$ cat src/rtl/distribute_tree_multicast_scheduler_if.sv
`default_nettype none
// ============================================================================
// Module      : distribute_tree_multicast_scheduler_if
// Description : Packet-in / beat-out handshake bundle for the multicast
//               scheduler that feeds a 1x2 distribute switch tree.
// Revision    : 1.0 - initial release
// ============================================================================
interface distribute_tree_multicast_scheduler_if #(
  parameter int DATA_WIDTH = 32,
  parameter int NUM_DEST   = 8
);
  localparam int CMD_W = $clog2(NUM_DEST);

  // Upstream packet side
  logic                  i_valid;
  logic [DATA_WIDTH-1:0] i_data_bus;
  logic [NUM_DEST-1:0]   i_dest_mask;
  logic                  o_ready;

  // Downstream beat side (toward the root switch)
  logic                  o_valid;
  logic                  o_en;
  logic [DATA_WIDTH-1:0] o_data_bus;
  logic [CMD_W-1:0]      o_cmd;
  logic                  o_last;
  logic                  i_ready;

  // Status
  logic                  o_busy;

  // Environment view: drives packets and beat acceptance
  modport master (
    output i_valid, i_data_bus, i_dest_mask, i_ready,
    input  o_ready, o_valid, o_en, o_data_bus, o_cmd, o_last, o_busy
  );

  // Scheduler view
  modport slave (
    input  i_valid, i_data_bus, i_dest_mask, i_ready,
    output o_ready, o_valid, o_en, o_data_bus, o_cmd, o_last, o_busy
  );
endinterface
`default_nettype wire

$ cat src/rtl/distribute_tree_multicast_scheduler.sv
`default_nettype none
// ============================================================================
// Module      : distribute_tree_multicast_scheduler
// Description : Latches one packet with a destination bitmask and serialises
//               it into one unicast beat per set bit, lowest index first,
//               with the binary leaf index as the tree command (MSB = root).
// Revision    : 1.0 - initial release
// ============================================================================
module distribute_tree_multicast_scheduler #(
  parameter int DATA_WIDTH            = 32,
  parameter int NUM_DEST              = 8,
  parameter int DESTINATION_TAG_WIDTH = 1
) (
  input  wire logic clk,
  input  wire logic rst,
  distribute_tree_multicast_scheduler_if.slave bus
);

  localparam int COMMAND_WIDTH = $clog2(NUM_DEST) * DESTINATION_TAG_WIDTH;
  localparam logic [NUM_DEST-1:0] MASK_ONE = {{(NUM_DEST-1){1'b0}}, 1'b1};

  typedef enum logic [0:0] {
    IDLE  = 1'b0,
    ISSUE = 1'b1
  } state_t;

  state_t                   state_q, state_d;
  logic [NUM_DEST-1:0]      mask_q,  mask_d;
  logic [DATA_WIDTH-1:0]    data_q,  data_d;
  logic                     valid_q, valid_d;
  logic [COMMAND_WIDTH-1:0] cmd_q,   cmd_d;
  logic                     last_q,  last_d;
  logic                     ready_w;

  // Index of the lowest set bit; zero for an empty mask
  function automatic logic [COMMAND_WIDTH-1:0] lowest_index(input logic [NUM_DEST-1:0] m);
    logic [COMMAND_WIDTH-1:0] idx;
    idx = '0;
    for (int i = NUM_DEST - 1; i >= 0; i--) begin
      if (m[i]) idx = COMMAND_WIDTH'(i);
    end
    return idx;
  endfunction

  // Mask with its lowest set bit removed
  function automatic logic [NUM_DEST-1:0] clear_lowest(input logic [NUM_DEST-1:0] m);
    return m & (m - MASK_ONE);
  endfunction

  // Ready only in IDLE and never during reset; independent of i_ready
  assign ready_w = (state_q == IDLE) && !rst;

  // Next-state and beat generation
  always_comb begin
    state_d = state_q;
    mask_d  = mask_q;
    data_d  = data_q;
    valid_d = valid_q;
    cmd_d   = cmd_q;
    last_d  = last_q;
    case (state_q)
      IDLE: begin
        // A zero mask is accepted and dropped without leaving IDLE
        if (ready_w && bus.i_valid && (bus.i_dest_mask != '0)) begin
          data_d  = bus.i_data_bus;
          cmd_d   = lowest_index(bus.i_dest_mask);
          mask_d  = clear_lowest(bus.i_dest_mask);
          last_d  = (clear_lowest(bus.i_dest_mask) == '0);
          valid_d = 1'b1;
          state_d = ISSUE;
        end
      end
      ISSUE: begin
        if (valid_q && bus.i_ready) begin
          if (last_q) begin
            // Dummy-data convention: idle beat slot carries zeros
            data_d  = '0;
            cmd_d   = '0;
            last_d  = 1'b0;
            valid_d = 1'b0;
            mask_d  = '0;
            state_d = IDLE;
          end else begin
            cmd_d  = lowest_index(mask_q);
            mask_d = clear_lowest(mask_q);
            last_d = (clear_lowest(mask_q) == '0);
          end
        end
      end
      default: state_d = IDLE;
    endcase
  end

  // State and registered outputs; reset discards any remaining destinations
  always_ff @(posedge clk) begin
    if (rst) begin
      state_q <= IDLE;
      mask_q  <= '0;
      data_q  <= '0;
      valid_q <= 1'b0;
      cmd_q   <= '0;
      last_q  <= 1'b0;
    end else begin
      state_q <= state_d;
      mask_q  <= mask_d;
      data_q  <= data_d;
      valid_q <= valid_d;
      cmd_q   <= cmd_d;
      last_q  <= last_d;
    end
  end

  assign bus.o_ready    = ready_w;
  assign bus.o_valid    = valid_q;
  assign bus.o_en       = valid_q;
  assign bus.o_data_bus = data_q;
  assign bus.o_cmd      = cmd_q;
  assign bus.o_last     = last_q;
  assign bus.o_busy     = (state_q == ISSUE);

endmodule
`default_nettype wire

$ cat src/flat_wrapper.sv
// flat-port wrapper written by rule: the top's interface ports become plain ports
module distribute_tree_multicast_scheduler_flat 
#(
  parameter int DATA_WIDTH            = 32,
  parameter int NUM_DEST              = 8,
  parameter int DESTINATION_TAG_WIDTH = 1
)
  (clk, rst, bus_i_valid, bus_i_data_bus, bus_i_dest_mask, bus_i_ready, bus_o_ready, bus_o_valid, bus_o_en, bus_o_data_bus, bus_o_cmd, bus_o_last, bus_o_busy);
  distribute_tree_multicast_scheduler_if #(.DATA_WIDTH(DATA_WIDTH), .NUM_DEST(NUM_DEST)) bus_i ();
  input  wire logic clk;
  input  wire logic rst;
  input wire logic [$bits(bus_i.i_valid)-1:0] bus_i_valid;
  input wire logic [$bits(bus_i.i_data_bus)-1:0] bus_i_data_bus;
  input wire logic [$bits(bus_i.i_dest_mask)-1:0] bus_i_dest_mask;
  input wire logic [$bits(bus_i.i_ready)-1:0] bus_i_ready;
  output wire logic [$bits(bus_i.o_ready)-1:0] bus_o_ready;
  output wire logic [$bits(bus_i.o_valid)-1:0] bus_o_valid;
  output wire logic [$bits(bus_i.o_en)-1:0] bus_o_en;
  output wire logic [$bits(bus_i.o_data_bus)-1:0] bus_o_data_bus;
  output wire logic [$bits(bus_i.o_cmd)-1:0] bus_o_cmd;
  output wire logic [$bits(bus_i.o_last)-1:0] bus_o_last;
  output wire logic [$bits(bus_i.o_busy)-1:0] bus_o_busy;
  assign bus_i.i_valid = bus_i_valid;
  assign bus_i.i_data_bus = bus_i_data_bus;
  assign bus_i.i_dest_mask = bus_i_dest_mask;
  assign bus_i.i_ready = bus_i_ready;
  assign bus_o_ready = bus_i.o_ready;
  assign bus_o_valid = bus_i.o_valid;
  assign bus_o_en = bus_i.o_en;
  assign bus_o_data_bus = bus_i.o_data_bus;
  assign bus_o_cmd = bus_i.o_cmd;
  assign bus_o_last = bus_i.o_last;
  assign bus_o_busy = bus_i.o_busy;
  distribute_tree_multicast_scheduler #(.DATA_WIDTH(DATA_WIDTH), .NUM_DEST(NUM_DEST), .DESTINATION_TAG_WIDTH(DESTINATION_TAG_WIDTH)) u_core (.clk(clk), .rst(rst), .bus(bus_i));
endmodule
$ cat config.mk
export PLATFORM = sky130hd
export DESIGN_NAME = distribute_tree_multicast_scheduler_flat
export DESIGN_NICKNAME = d
export VERILOG_FILES = /design/src/rtl/distribute_tree_multicast_scheduler_if.sv /design/src/rtl/distribute_tree_multicast_scheduler.sv /design/src/flat_wrapper.sv
export SDC_FILE = /design/constraint.sdc
export NUM_CORES = 1
export LEC_CHECK = 0
export ABC_AREA = 1
export BUFFER_PORTS_ARGS = -buffer_cell sky130_fd_sc_hd__buf_4
export CAP_MARGIN = 20
export CORE_MARGIN = 2
export CORE_UTILIZATION = 25
export DETAILED_ROUTE_END_ITERATION = 12
export SKIP_CTS_REPAIR_TIMING = 1
export SYNTH_ARGS = -nofsm -noshare
export SYNTH_HDL_FRONTEND = slang
export SYNTH_SLANG_ARGS = --single-unit
export TNS_END_PERCENT = 10
$ cat constraint.sdc
create_clock -name clk -period 1.4 [get_ports clk]
set_input_delay 0.14 -clock clk [delete_from_list [all_inputs] [get_ports clk]]
set_output_delay 0.14 -clock clk [all_outputs]
set_load 0.1 [all_outputs]
==> metrics.md, run 1 <==
| Metric | Value |
|---|---|
| Hpwl dp | `4600 µm` |
| Netlist cell types | `25` |
| Number of routed nets with antenna violations | `0` |
| Layout cell share with drive strength beyond 1 | `0.299` |
| Num rows | `33` |
| Average wire per standard cell | `12.4 µm` |
| Drt first pass iters | `5` |
| CTS root buf | `clkbuf_8` |
| #FFs+latches synth | `45` |
| Req. time, crit path | `1.59 ns` |
| Core area | `8180 µm²` |
| Relative slew slack | `0.779` |
| Sequential share of the synthesized area | `0.429` |
| CP startpoint kind | `flip-flop` |
| Critical path fanouts, max | `14` |
| Critical path class | `reg2reg` |
| CP cell instances | `nor3b_2 -> nand2_4 -> nand2_4 -> inv_2 -> nor2_1 -> nor2_1` |
| Port buffer count | `83` |
| Ys async rst share | `0` |
| Layout Skew | `0.0123 ns` |
| Vias | `2,242` |
| Hold Crit Class | `in2reg` |
| Synthesized area | `2100 µm²` |
| Maximum vdd ir drop | `0.000508 V` |
| Fmax | `765 MHz` |
| Initial Utilization | `0.257` |
| Cells after synthesis | `303` |
| Worst Hold Depth | `3` |
| MaxCap Viol Count | `0` |
| Crit path buffers/inverters | `1` |
| Number of global-route vias before repair | `2,105` |
| Post-Syn Area per Cell | `6.93 µm²` |
| Die ar. | `9150 µm²` |
| Largest net degree at the start of global routing | `33` |
| Register-to-register setup slack | `0.09 ns` |
| Critical path endpoint category | `flip-flop` |
| Status | `finished, final reports clean` |
| Cell family with the largest share of critical-path delay | `simple AND/OR/NAND/NOR gates` |
| End of the worst register-to-register path | `u_core.mask_q[4]` |
| Dpl ws | `0.0164 ns` |
| Reg clk slew, reported paths | `0.09 ns` |
| Ant. Diodes | `0` |
| Hold WS | `0.0936 ns` |
| Slowest stage delay, CP | `0.38 ns` |
| Max clock buf depth | `2` |
| Hold endpoint | `u_core.bus.o_data_bus[9]` |
| Crit path max-delay cell type | `dfxtp_4` |
| Arrival time at the worst endpoint | `1.50 ns` |
| Global-route wire length before repair | `9770 µm` |
| Endpoints failing setup | `0` |
| Most frequent cell after synthesis | `nand2_1` |
| Worst r2r src | `u_core.bus.o_busy` |
| Cell taking the most area after synthesis | `dfxtp_1` |
| Syn_nets | `347` |
| Total length of routed wires | `6120 µm` |
| Initial antenna violation count | `0` |
| Unrepaired setup endpoints after global routing | `yes` |
| EDFF count, synth | `0` |
| GRT Resource Usage Total | `0.137` |
| Fin. max-slew vios | `0` |
| Die width | `95.7 µm` |
| Final Hold Fails | `0` |
| Area Overhead vs Synth | `40.9%` |
| CTS H-tree depth | `2` |
| Pwr dens | `1140 nW/µm²` |
| Via density | `4.55` |
| Initial DRC count | `103` |
| Worst-Skew Late Latency | `0.30 ns` |
| CTS tree | `built` |
| Hold path start | `bus_i_data_bus[9]` |
| Chip height | `95.7 µm` |
| Clock Sinks | `45` |
| Top post-synthesis cells by count | `nand2_1 (74), dfxtp_1 (45), nand3_1 (43)` |
| Worst R2R Path Depth | `6` |
| Synth top area cells | `dfxtp_1 (43%), nand2_1 (13%), nand3_1 (10%)` |
| GP Congestion | `0.901` |
| Ys Warns | `0` |
| Fin util | `0.362` |
| Main flop type after synthesis | `dfxtp_1` |
| Gr ovfl total | `0` |
| Min cycle time layout | `1.31 ns` |
| I/O pin cnt | `84` |
| Nets@finish | `431` |
| Synth top area share | `0.429` |
| Worst setup margin | `0.0925 ns` |
| Pleak | `0.00134 µW` |
| Crit share post-route | `0.934` |
| Worst slew pin tran | `0.328 ns` |
| Total CTS buffers | `5` |
| # DRC | `0` |
-- how the worst max path moves through the flow --
stage                     depth (start not counted)                        end                from
after global routing                              6           u_core.mask_q[4]   u_core.bus.o_busy
after detailed placement                          9  u_core.bus.o_data_bus[21]  bus_i_dest_mask[4]
final                                             6           u_core.mask_q[4]   u_core.bus.o_busy
after CTS                                         3                bus_o_ready   u_core.bus.o_busy
after global placement                           11        u_core.bus.o_cmd[0]  bus_i_dest_mask[4]
after floorplan                                   5  u_core.bus.o_data_bus[20]   u_core.bus.o_busy
-- layer usage --
layer	vias up	wire, µm	global-route usage
li1	1145	-	-
met4	0	72	0.0500
met5	-	0	0
met2	84	2840	0.216
met3	8	559	0.0522
met1	1005	2650	0.170
-- where the power goes --
group	switching (µW)	internal (µW)	total, µW	leakage, µW
clock network	440	353	794	0.0000417
registers	73.2	1360	1440	0.000370
logic	815	315	1130	0.000933
-- final cells by class --
class | instances | area (µm²)
repair buffers | 94 | 722
clock buffers | 6 | 72.6
fillers | 920 | 5220
inverters | 26 | 103
multi-input cells | 215 | 1000
clock inverters | 2 | 13.8
well taps | 105 | 131
flip-flops and latches | 45 | 912
-- registers in the layout, indices dropped and copies added, names as in the netlist --
signal,flops
u_core.bus.o_cmd,3
u_core.mask_q,7
u_core.bus.o_data_bus,32
u_core.bus.o_busy,1
u_core.bus.o_last,1
u_core.bus.o_en,1
-- worst reg2reg max path: cells and delay by family (launching register included) --
family	cells	cell delay, ns
DFF	1	0.38
buffers and inverters	1	0.11
and+or+nand+nor	5	0.72
-- layout by cell type (no fill, tap or decap), types with 2 or more instances in the layout --
cell type and instances:
a21oi_1 37, buf_4 92, clkbuf_8 5, dfxtp_1 42
dfxtp_4 3, inv_1 23, nand2_1 74, nand2_4 2
nand3_1 43, nor2_1 29, nor2_2 2, nor2_4 3
o21ai_0 9, o21ai_1 7, o22ai_1 3
-- metrics by stage --
stage	cell area, µm²	total power (µW)	TNS [ns]	cells
2_1_floorplan	2130	2290	0	303
6_report	2960	3360	0	493
3_5_place_dp	2860	2580	0	485
3_3_place_gp	2860	2570	0	485
4_1_cts	2940	3400	0	493
5_1_grt	2960	3550	-0.00719	493
-- cell families (layout without fill, tap and decap cells) --
logic type | Yosys count | after routing | share of synthesized area
and+or+nand+nor | 157 | 157 | 0.328
DFF | 45 | 45 | 0.429
buffers and inverters | 43 | 128 | 0.101
AOI/OAI and AO/OA | 58 | 58 | 0.142
(Power assumes the default switching activity.)
==> run 2: changes to the inputs <==
Settings changed: SETUP_SLACK_MARGIN from default to 0.4.
==> run 2 against run 1 <==
Fmax is 1.1% higher. Largest power group unchanged. Largest cell class unchanged. First-iteration DRC count is 31% lower. Wire length is 2.5% higher. Critical path depth is 1 higher. Via count is 0.89% higher. Total power is 4.9% higher. Sequential share of layout area is 2.6 points lower.
==> metrics.md, run 2 (synthesized netlist as in run 1, its figures left out) <==
| Metric | Value |
|---|---|
| Number of global-route vias before repair | `2,076` |
| Worst r2r src | `u_core.bus.o_busy` |
| Layout cell share with drive strength beyond 1 | `0.368` |
| GP Congestion | `0.805` |
| Relative slew slack | `0.772` |
| Switch share | `0.387` |
| Die width | `95.7 µm` |
| Unrepaired setup endpoints after global routing | `yes` |
| CP cell instances | `buf_6 -> inv_6 -> nor2_4 -> nand2_2 -> a211oi_2 -> nor2_1 -> a21oi_1` |
| Largest net degree at the start of global routing | `34` |
| Crit path max-delay cell type | `dfxtp_4` |
| Reg clk slew, reported paths | `0.09 ns` |
| Global-route wire length before repair | `9420 µm` |
| Average wire per standard cell | `12.4 µm` |
| Maximum vdd ir drop | `0.000411 V` |
| Crit share post-route | `0.924` |
| CP startpoint kind | `flip-flop` |
| P_int | `2160 µW` |
| Drt first pass iters | `4` |
| Critical path endpoint category | `flip-flop` |
| Status | `finished, final reports clean` |
| CTS tree | `built` |
| Arrival time at the worst endpoint | `1.52 ns` |
| MaxCap Viol Count | `0` |
| Min cycle time layout | `1.29 ns` |
| GRT Resource Usage Total | `0.131` |
| Dpl ws | `0.0364 ns` |
| Fin. max-slew vios | `0` |
| Slowest stage delay, CP | `0.39 ns` |
| Worst-Skew Late Latency | `0.30 ns` |
| Fill cell total of the finished layout | `865` |
| CTS root buf | `clkbuf_8` |
| Area Overhead vs Synth | `54.1%` |
| Number of routed nets with antenna violations | `0` |
| Req. time, crit path | `1.62 ns` |
| Critical path class | `reg2reg` |
| Hpwl dp | `4370 µm` |
| Layout Skew | `0.0141 ns` |
| Commonest non-fill, non-tap cells in the layout | `buf_4 (95), nand2_1 (71), dfxtp_1 (40), nand3_1 (37), a21oi_1 (33)` |
| Ant. Diodes | `0` |
| Psw | `1360 µW` |
| Most common cell after layout, fill and taps aside | `buf_4` |
| Vias | `2,262` |
| Port buffer count | `83` |
| # DRC | `0` |
| Total length of routed wires | `6270 µm` |
| Setup TNS | `0 ns` |
| Max reg flops | `32` |
| Final Hold Fails | `0` |
| Gr ovfl total | `0` |
| Critical path fanouts, max | `6` |
| Hold Crit Class | `in2reg` |
| I/O pin cnt | `84` |
| Gate power share | `0.355` |
| Initial Utilization | `0.257` |
| Worst slew pin tran | `0.342 ns` |
| Chip height | `95.7 µm` |
| Clock Sinks | `45` |
| Nets@finish | `443` |
| Num rows | `33` |
| Hold path start | `bus_i_data_bus[4]` |
| Pwr dens | `1090 nW/µm²` |
| Pleak | `0.00145 µW` |
| Clock power share | `0.238` |
| Max clock buf depth | `2` |
| CTS H-tree depth | `2` |
| Initial DRC count | `71` |
| Total CTS buffers | `5` |
| Die ar. | `9150 µm²` |
| Initial antenna violation count | `0` |
| Via density | `4.48` |
| Worst setup margin | `0.106 ns` |
| Fmax | `773 MHz` |
| Endpoints failing setup | `0` |
| CP Launch Point | `u_core.bus.o_busy` |
| Core area | `8180 µm²` |
| Sequential group share of total power | `0.407` |
[run 2: power groups by stage]
stage	combinational [µW]	clock (µW)	sequential (µW)
after detailed placement	1140	0	1460
after CTS	1140	874	1440
after global routing	1330	941	1450
after global placement	1140	0	1460
final	1250	838	1440
after floorplan	400	0	1910
[run 2: per-layer routing]
metal  GRT usage  routed length (µm)  vias up
li1            -                   -     1172
met1       0.156                2640     1035
met2       0.226                3190       53
met3      0.0403                 404        2
met4      0.0357                  31        0
met5           0                   0        -
[run 2: critical path, delay by kind of cell (launching register included)]
kind	cells	cell delay, ns
flip-flops	1	0.39
AO/OA/AOI/OAI	2	0.34
AND/OR/NAND/NOR	3	0.32
buffers and inverters	2	0.15
[run 2: cell type report]
type | count | area (µm²) | share of cell area
repair buffers | 106 | 890 | 0.275
inverters | 26 | 115 | 0.0355
well taps | 105 | 131 | 0.0406
clock inverters | 1 | 7.51 | 0.00232
clock buffers | 7 | 86.3 | 0.0267
flip-flops and latches | 45 | 915 | 0.282
multi-input cells | 215 | 1090 | 0.338
[run 2: worst paths after layout]
| path | slack, ns | depth (start not counted) | end |
|---|---|---|---|
| worst min-delay path | 0.1 | 3 | u_core.bus.o_data_bus[4] |
| worst max register to register | 0.11 | 7 | u_core.bus.o_cmd[2] |
| worst min register to register | 0.48 | 2 | u_core.bus.o_data_bus[11] |
| worst max-delay path | 0.11 | 7 | u_core.bus.o_cmd[2] |
[run 2: per-stage QoR]
stage / total power, µW / hold slack, ns / instances / area [µm²] / util
4_1_cts: 3450 / 0.0878 / 495 / 2990 / 0.366
6_report: 3520 / 0.0975 / 505 / 3240 / 0.396
3_5_place_dp: 2610 / 0.410 / 487 / 2900 / 0.355
2_1_floorplan: 2310 / 0.287 / 303 / 2180 / -
5_1_grt: 3720 / 0.0830 / 505 / 3240 / 0.396
3_3_place_gp: 2600 / 0.406 / 487 / 2900 / 0.355
